## config.mk

```make
export PLATFORM = sky130hd
export DESIGN_NAME = ps2_host_tx
export DESIGN_NICKNAME = d
export VERILOG_FILES = /design/src/rtl/ps2_defs.sv /design/src/rtl/ps2_line_sync.sv /design/src/rtl/ps2_host_tx.sv
export SDC_FILE = /design/constraint.sdc
export NUM_CORES = 1
export LEC_CHECK = 0
export BUFFER_PORTS_ARGS = -buffer_cell sky130_fd_sc_hd__buf_2
export CAP_MARGIN = 25
export CORE_MARGIN = 10
export CORE_UTILIZATION = 30
export CTS_BUF_LIST = sky130_fd_sc_hd__clkbuf_16
export CTS_CLUSTER_DIAMETER = 150
export CTS_CLUSTER_SIZE = 25
export DETAILED_ROUTE_END_ITERATION = 12
export PLACE_DENSITY = 0.56
export SKIP_LAST_GASP = 1
export SYNTH_ARGS = -nofsm -noshare
export SYNTH_HDL_FRONTEND = slang
export SYNTH_SLANG_ARGS = --single-unit
```

## constraint.sdc

```tcl
create_clock -name clk -period 2.85 [get_ports clk]
set_clock_uncertainty 0.05 [all_clocks]
set_input_delay 0.285 -clock clk [delete_from_list [all_inputs] [get_ports clk]]
set_output_delay 0.285 -clock clk [all_outputs]
set_load 0.01 [all_outputs]
```

## src/rtl/ps2_defs.sv

```systemverilog
// ps2_defs: shared state encodings, error codes and command constants
// for the PS/2 host transmitter and the keyboard receiver.
package ps2_defs;

   typedef enum logic [2:0] {
      ST_IDLE,
      ST_INHIBIT,
      ST_START,
      ST_SEND,
      ST_ACK,
      ST_RELEASE,
      ST_ERR
   } tx_state_t;

   localparam logic [1:0] ERR_NONE    = 2'b00;
   localparam logic [1:0] ERR_TIMEOUT = 2'b01;
   localparam logic [1:0] ERR_NACK    = 2'b10;

   localparam logic [7:0] CMD_SET_LEDS = 8'hED;
   localparam logic [7:0] CMD_ENABLE   = 8'hF4;
   localparam logic [7:0] CMD_RESET    = 8'hFF;
   localparam logic [7:0] RESP_ACK     = 8'hFA;

   // Falling-edge count at which the stop bit goes out / the ACK arrives.
   localparam logic [3:0] FE_STOP = 4'd10;
   localparam logic [3:0] FE_ACK  = 4'd11;

   function automatic int max3(input int a, input int b, input int c);
      int m;
      m = (a > b) ? a : b;
      return (m > c) ? m : c;
   endfunction

   // Shift-out frame, LSB first: data, odd parity, stop.
   function automatic logic [9:0] make_frame(input logic [7:0] d);
      return {1'b1, ~^d, d};
   endfunction

endpackage

```

## src/rtl/ps2_line_sync.sv

```systemverilog
// ps2_line_sync: synchronises the raw PS/2 clock/data lines and flags
// clock falling edges. PS2_TX_GLITCH_FILTER_EN adds a 4-sample clock filter.
module ps2_line_sync (
   input  logic clk,
   input  logic rst,
   input  logic ps2clk_in,
   input  logic ps2data_in,
   output logic clk_s,
   output logic data_s,
   output logic fe
);

   logic [1:0] csync;
   logic [1:0] dsync;
   logic       lvl;
   logic       lvl_q;

   // Two-flop synchronisers; lines idle high.
   always_ff @(posedge clk or posedge rst) begin
      if (rst) begin
         csync <= 2'b11;
         dsync <= 2'b11;
      end else begin
         csync <= {csync[0], ps2clk_in};
         dsync <= {dsync[0], ps2data_in};
      end
   end

`ifdef PS2_TX_GLITCH_FILTER_EN
   logic [1:0] run;
   logic       filt;

   // Level follows the line only after 4 consecutive differing samples.
   always_ff @(posedge clk or posedge rst) begin
      if (rst) begin
         filt <= 1'b1;
         run  <= 2'd0;
      end else if (csync[1] == filt) begin
         run  <= 2'd0;
      end else if (run == 2'd3) begin
         filt <= csync[1];
         run  <= 2'd0;
      end else begin
         run  <= run + 2'd1;
      end
   end

   assign lvl = filt;
`else
   assign lvl = csync[1];
`endif

   // Previous clock level for edge detection.
   always_ff @(posedge clk or posedge rst) begin
      if (rst) lvl_q <= 1'b1;
      else     lvl_q <= lvl;
   end

   assign clk_s  = lvl;
   assign data_s = dsync[1];
   assign fe     = lvl_q & ~lvl;

endmodule

```

## src/rtl/ps2_host_tx.sv

```systemverilog
// ps2_host_tx: host-to-device PS/2 command transmitter with ACK/NACK and
// timeout reporting. Optional clock glitch filter: PS2_TX_GLITCH_FILTER_EN.
module ps2_host_tx
   import ps2_defs::*;
#(
   parameter int INHIBIT_CYCLES    = 720,
   parameter int FIRST_EDGE_CYCLES = 90000,
   parameter int BIT_CYCLES        = 12000
) (
   input  logic       clk,
   input  logic       rst,
   input  logic       ps2clk_in,
   input  logic       ps2data_in,
   output logic       ps2clk_oe,
   output logic       ps2data_oe,
   input  logic [7:0] tx_data,
   input  logic       tx_valid,
   output logic       tx_ready,
   output logic       tx_busy,
   output logic       tx_done,
   output logic       tx_err,
   output logic [1:0] tx_err_code
);

   localparam int TMAX =
      max3(INHIBIT_CYCLES, FIRST_EDGE_CYCLES, BIT_CYCLES);
   localparam int TW = $clog2(TMAX + 1);

   tx_state_t      state, state_n;
   logic [TW-1:0]  timer, timer_n;
   logic [9:0]     shreg, shreg_n;
   logic [3:0]     bitcnt, bitcnt_n;
   logic           dlow, dlow_n;
   logic [1:0]     code, code_n;
   logic           clk_s, data_s, fe;
   logic           tmo;
   logic [3:0]     cnt_inc;

   ps2_line_sync u_sync (
      .clk        (clk),
      .rst        (rst),
      .ps2clk_in  (ps2clk_in),
      .ps2data_in (ps2data_in),
      .clk_s      (clk_s),
      .data_s     (data_s),
      .fe         (fe)
   );

   assign tmo         = (timer == '0);
   assign cnt_inc     = (bitcnt == FE_ACK) ? bitcnt : bitcnt + 4'd1;
   assign tx_err_code = code;

   // State register.
   always_ff @(posedge clk or posedge rst) begin
      if (rst) state <= ST_IDLE;
      else     state <= state_n;
   end

   // Frame shifter, bit counter, timer, data drive and error code.
   always_ff @(posedge clk or posedge rst) begin
      if (rst) begin
         timer  <= '0;
         shreg  <= '0;
         bitcnt <= '0;
         dlow   <= 1'b0;
         code   <= ERR_NONE;
      end else begin
         timer  <= timer_n;
         shreg  <= shreg_n;
         bitcnt <= bitcnt_n;
         dlow   <= dlow_n;
         code   <= code_n;
      end
   end

   // Next state, datapath updates and line/handshake outputs.
   always_comb begin
      state_n    = state;
      timer_n    = timer;
      shreg_n    = shreg;
      bitcnt_n   = bitcnt;
      dlow_n     = dlow;
      code_n     = code;
      ps2clk_oe  = 1'b0;
      ps2data_oe = 1'b0;
      tx_ready   = 1'b0;
      tx_busy    = 1'b1;
      tx_done    = 1'b0;
      tx_err     = 1'b0;
      unique case (state)
         ST_IDLE: begin
            tx_ready = 1'b1;
            tx_busy  = 1'b0;
            if (tx_valid) begin
               state_n  = ST_INHIBIT;
               shreg_n  = make_frame(tx_data);
               timer_n  = TW'(INHIBIT_CYCLES - 1);
               bitcnt_n = '0;
               dlow_n   = 1'b0;
               code_n   = ERR_NONE;
            end
         end
         ST_INHIBIT: begin
            ps2clk_oe = 1'b1;
            if (tmo) state_n = ST_START;
            else     timer_n = timer - TW'(1);
         end
         ST_START: begin
            ps2clk_oe  = 1'b1;
            ps2data_oe = 1'b1;
            state_n    = ST_SEND;
            timer_n    = TW'(FIRST_EDGE_CYCLES);
            dlow_n     = 1'b1;
         end
         ST_SEND: begin
            ps2data_oe = dlow;
            if (fe) begin
               bitcnt_n = cnt_inc;
               timer_n  = TW'(BIT_CYCLES);
               dlow_n   = ~shreg[0];
               shreg_n  = {1'b0, shreg[9:1]};
               if (cnt_inc == FE_STOP) state_n = ST_ACK;
            end else if (tmo) begin
               state_n = ST_ERR;
               code_n  = ERR_TIMEOUT;
            end else begin
               timer_n = timer - TW'(1);
            end
         end
         ST_ACK: begin
            if (fe) begin
               bitcnt_n = cnt_inc;
               if (!data_s) begin
                  state_n = ST_RELEASE;
                  timer_n = TW'(BIT_CYCLES);
               end else begin
                  state_n = ST_ERR;
                  code_n  = ERR_NACK;
               end
            end else if (tmo) begin
               state_n = ST_ERR;
               code_n  = ERR_TIMEOUT;
            end else begin
               timer_n = timer - TW'(1);
            end
         end
         ST_RELEASE: begin
            if (clk_s && data_s) begin
               tx_done = 1'b1;
               state_n = ST_IDLE;
            end else if (tmo) begin
               state_n = ST_ERR;
               code_n  = ERR_TIMEOUT;
            end else begin
               timer_n = timer - TW'(1);
            end
         end
         ST_ERR: begin
            tx_err  = 1'b1;
            state_n = ST_IDLE;
         end
         default: state_n = ST_IDLE;
      endcase
   end

endmodule

```

==> summary.txt <==
Placement
  – IO Port Bufs: 20
  – Detailed Place HPWL: 4980 µm
  – GP Congestion: 0.871

Routing
  – Avg WL per Cell: 15.4 µm
  – Initial DRC Count: 186
  – Post-route DRC violation count: 0
  – Via/cell ratio: 5.37
  – Post-DRT Antenna Nets: 0
  – Initial DRT Pass Iterations: 4
  – Final Routed Wirelength: 6670 µm
  – DR vias: 2331

Timing
  – Slew headroom: 64.7%
  – Final hold vios: 22
  – Final period util: 90.3%
  – Worst-margin pin slew: 0.529 ns
  – Setup TNS: 0 ns
  – RSZ-0062 raised after global routing: no
  – Max Freq: 388 MHz
  – Worst Hold Slack: -0.0166 ns
  – Max-slew violations: 0
  – Final setup violating endpoints: 0
  – Final min period: 2.57 ns

GRT
  – Largest net degree at the start of global routing: 27
  – First-pass GRT wire length: 11400 µm
  – Antenna violations before repair: 0
  – Total GRT Usage: 10.3%
  – GRT overflow: 0
  – Vias in the first global route: 2355

Clock tree
  – CTS root buf: clkbuf_16
  – H-tree depth: 2
  – Clock-pin transition on the worst setup and hold timing paths: 0.06 ns
  – CTS tree: built
  – Clk_lat worst skew: 0.28 ns
  – Maximum clock path buffer count: 2
  – Cts hold-fix bufs: 0
  – CTS buffer count: 5
  – Setup Buffers After CTS: 0
  – Clock Sinks: 42
  – Resize count post-CTS: 0

Critical path
  – Critical R2R Capture: timer[2]
  – CP max stage cell: or4b_1
  – Top Family by Delay on Critical Path: simple AND/OR/NAND/NOR gates
  – R2r setup slk: 0.28 ns
  – Depth of the worst register-to-register path: 7
  – Worst path bufs/invs: 1
  – Crit path max fanout: 8
  – CP Data Arrival Time: 2.70 ns
  – CP Depth: 7
  – Crit-path cells: inv_1, ha_1, or4b_1, or2_1, nor3_4, o41ai_1, a211o_1
  – Crit Path Class: reg -> reg
  – Required @ worst endpoint: 2.97 ns
  – Reg-to-Reg Start: timer[0]
  – Worst Setup End Kind: register
  – Worst path max stage delay: 0.58 ns
  – Critical Path Start Type: register

Synthesis
  – Mean Syn Cell Area: 8.70 µm²
  – Syn Nets: 323
  – Async SR Flop Fraction: 100%
  – Post-synthesis compound-gate area fraction: 23.8%
  – Cell taking the most area after synthesis: dfrtp_1
  – Dominant cells by area after synthesis: dfrtp_1 (35%), a21oi_1 (5.8%), nor2_1 (5.3%)
  – Post-synthesis simple-gate area fraction: 22.5%
  – Post-synth EDFFs: 0
  – Seq/Total Area, Yosys: 39.6%
  – Cell area after synthesis: 2670 µm²
  – Post-synth top area share: 34.7%
  – Post-synthesis cell count: 307
  – Yosys reg bits: 42
  – Yosys warnings: 0
  – Commonest register cell after synthesis: dfrtp_1
  – Xor/xnor share of the synthesized area: 2.95%
  – Mux contribution to synthesized area: 3.75%
  – Adder-cell share of the synthesized area: 1.41%
  – Post-synth cell types: 63
  – Largest family of logic cells by synthesized area: compound AO/OA/AOI/OAI gates

Finish
  – Layout cells sized above 1: 16.0%
  – N_diodes: 0
  – Most common cell after layout, fill and taps aside: nor2_1
  – Final core occ: 35.3%
  – Most frequent cells in the layout: nor2_1 (38), dfrtp_1 (37), a21oi_1 (31)
  – Total Nets Final: 341
  – Layout area overhead: 14.7%

Die
  – CORE AREA: 8680 µm²
  – Initial cell density of the core: 30.8%
  – Die Y: 114 µm
  – Die area: 13100 µm²
  – Row Count: 34
  – Io pins: 21
  – Die Wd: 114 µm

Pwr
  – Pwr dens: 436 nW/µm²
  – VDD IR-drop max: 0.210 mV
  – Leakage dissipation: 1.29 nW

Run status
  – Status: finished, violations left
  – Failing checks: negative hold slack

Job
  – Max Cap Violations: 0

Worst hold path
  – Worst hold path class: in -> async
flip-flops by register name, indices dropped and copies added (netlist names):
register,cells
u_sync.lvl_q,1
state,3
bitcnt,4
dlow,1
timer,17
u_sync.dsync,2
u_sync.csync,2
shreg,10
tx_err_code,2
per-stage QoR:
stage	setup WS (ns)	area, µm²	total power [mW]	cells
after floorplan	0.551	2670	0.674	307
after global placement	0.332	2880	0.698	425
after detailed placement	0.271	2880	0.701	425
after CTS	0.264	3040	1.34	433
after global routing	0.161	3060	1.38	434
final	0.275	3060	1.33	434
where the power goes:
part	internal, mW	switching [mW]
sequential	0.610	0.0103
combinational	0.0323	0.0380
clock	0.410	0.233
total	1.05	0.282
cell type report:
type | count | area (µm²)
clock buffer | 5 | 125
clock inverter | 3 | 40.0
fill | 905 | 5620
inverter | 15 | 56.3
multi-input combinational | 230 | 1450
sequential | 42 | 1060
tap | 108 | 135
timing repair buffer | 31 | 195
worst min-delay path, cell delays in order:
cell and delay [ns]:
buf_2 0.10, clkinv_1 0.09, buf_12 0.19
synthesized netlist by cell type (5+ instances only):
cell,n
a21oi_1,31
buf_2,5
nand2_1,14
nor2_1,38
o21ai_0,20
dfrtp_1,37
mux2i_1,10
nor2b_1,5
inv_1,15
xnor2_1,8
clkbuf_1,10
nor3_1,17
dfstp_2,5
a21o_1,5
cells by family after synthesis:
kind of cell               Yosys count
xor gates and xnor gates             9
adders and majority gates            3
buffers and inverters               35
and+or+nand+nor                    110
DFF                                 42
AOI/OAI and AO/OA                   98
muxes                               10
worst max path at each step:
| stage | startpoint | to | slack, ns |
|---|---|---|---|
| after floorplan | timer[0] | timer[2] | 0.55 |
| after global placement | timer[0] | timer[2] | 0.33 |
| after detailed placement | timer[0] | timer[2] | 0.27 |
| after CTS | timer[0] | timer[2] | 0.26 |
| after global routing | timer[0] | timer[2] | 0.16 |
| final | timer[0] | timer[2] | 0.28 |
per-layer routing:
layer / routed length, µm / global-route usage [%]
met1: 3180 / 13.6
met2: 3100 / 16.5
met3: 295 / 2.57
met4: 96 / 2.59
met5: 0 / 0
Note: power is estimated with default switching activity, not from simulation.
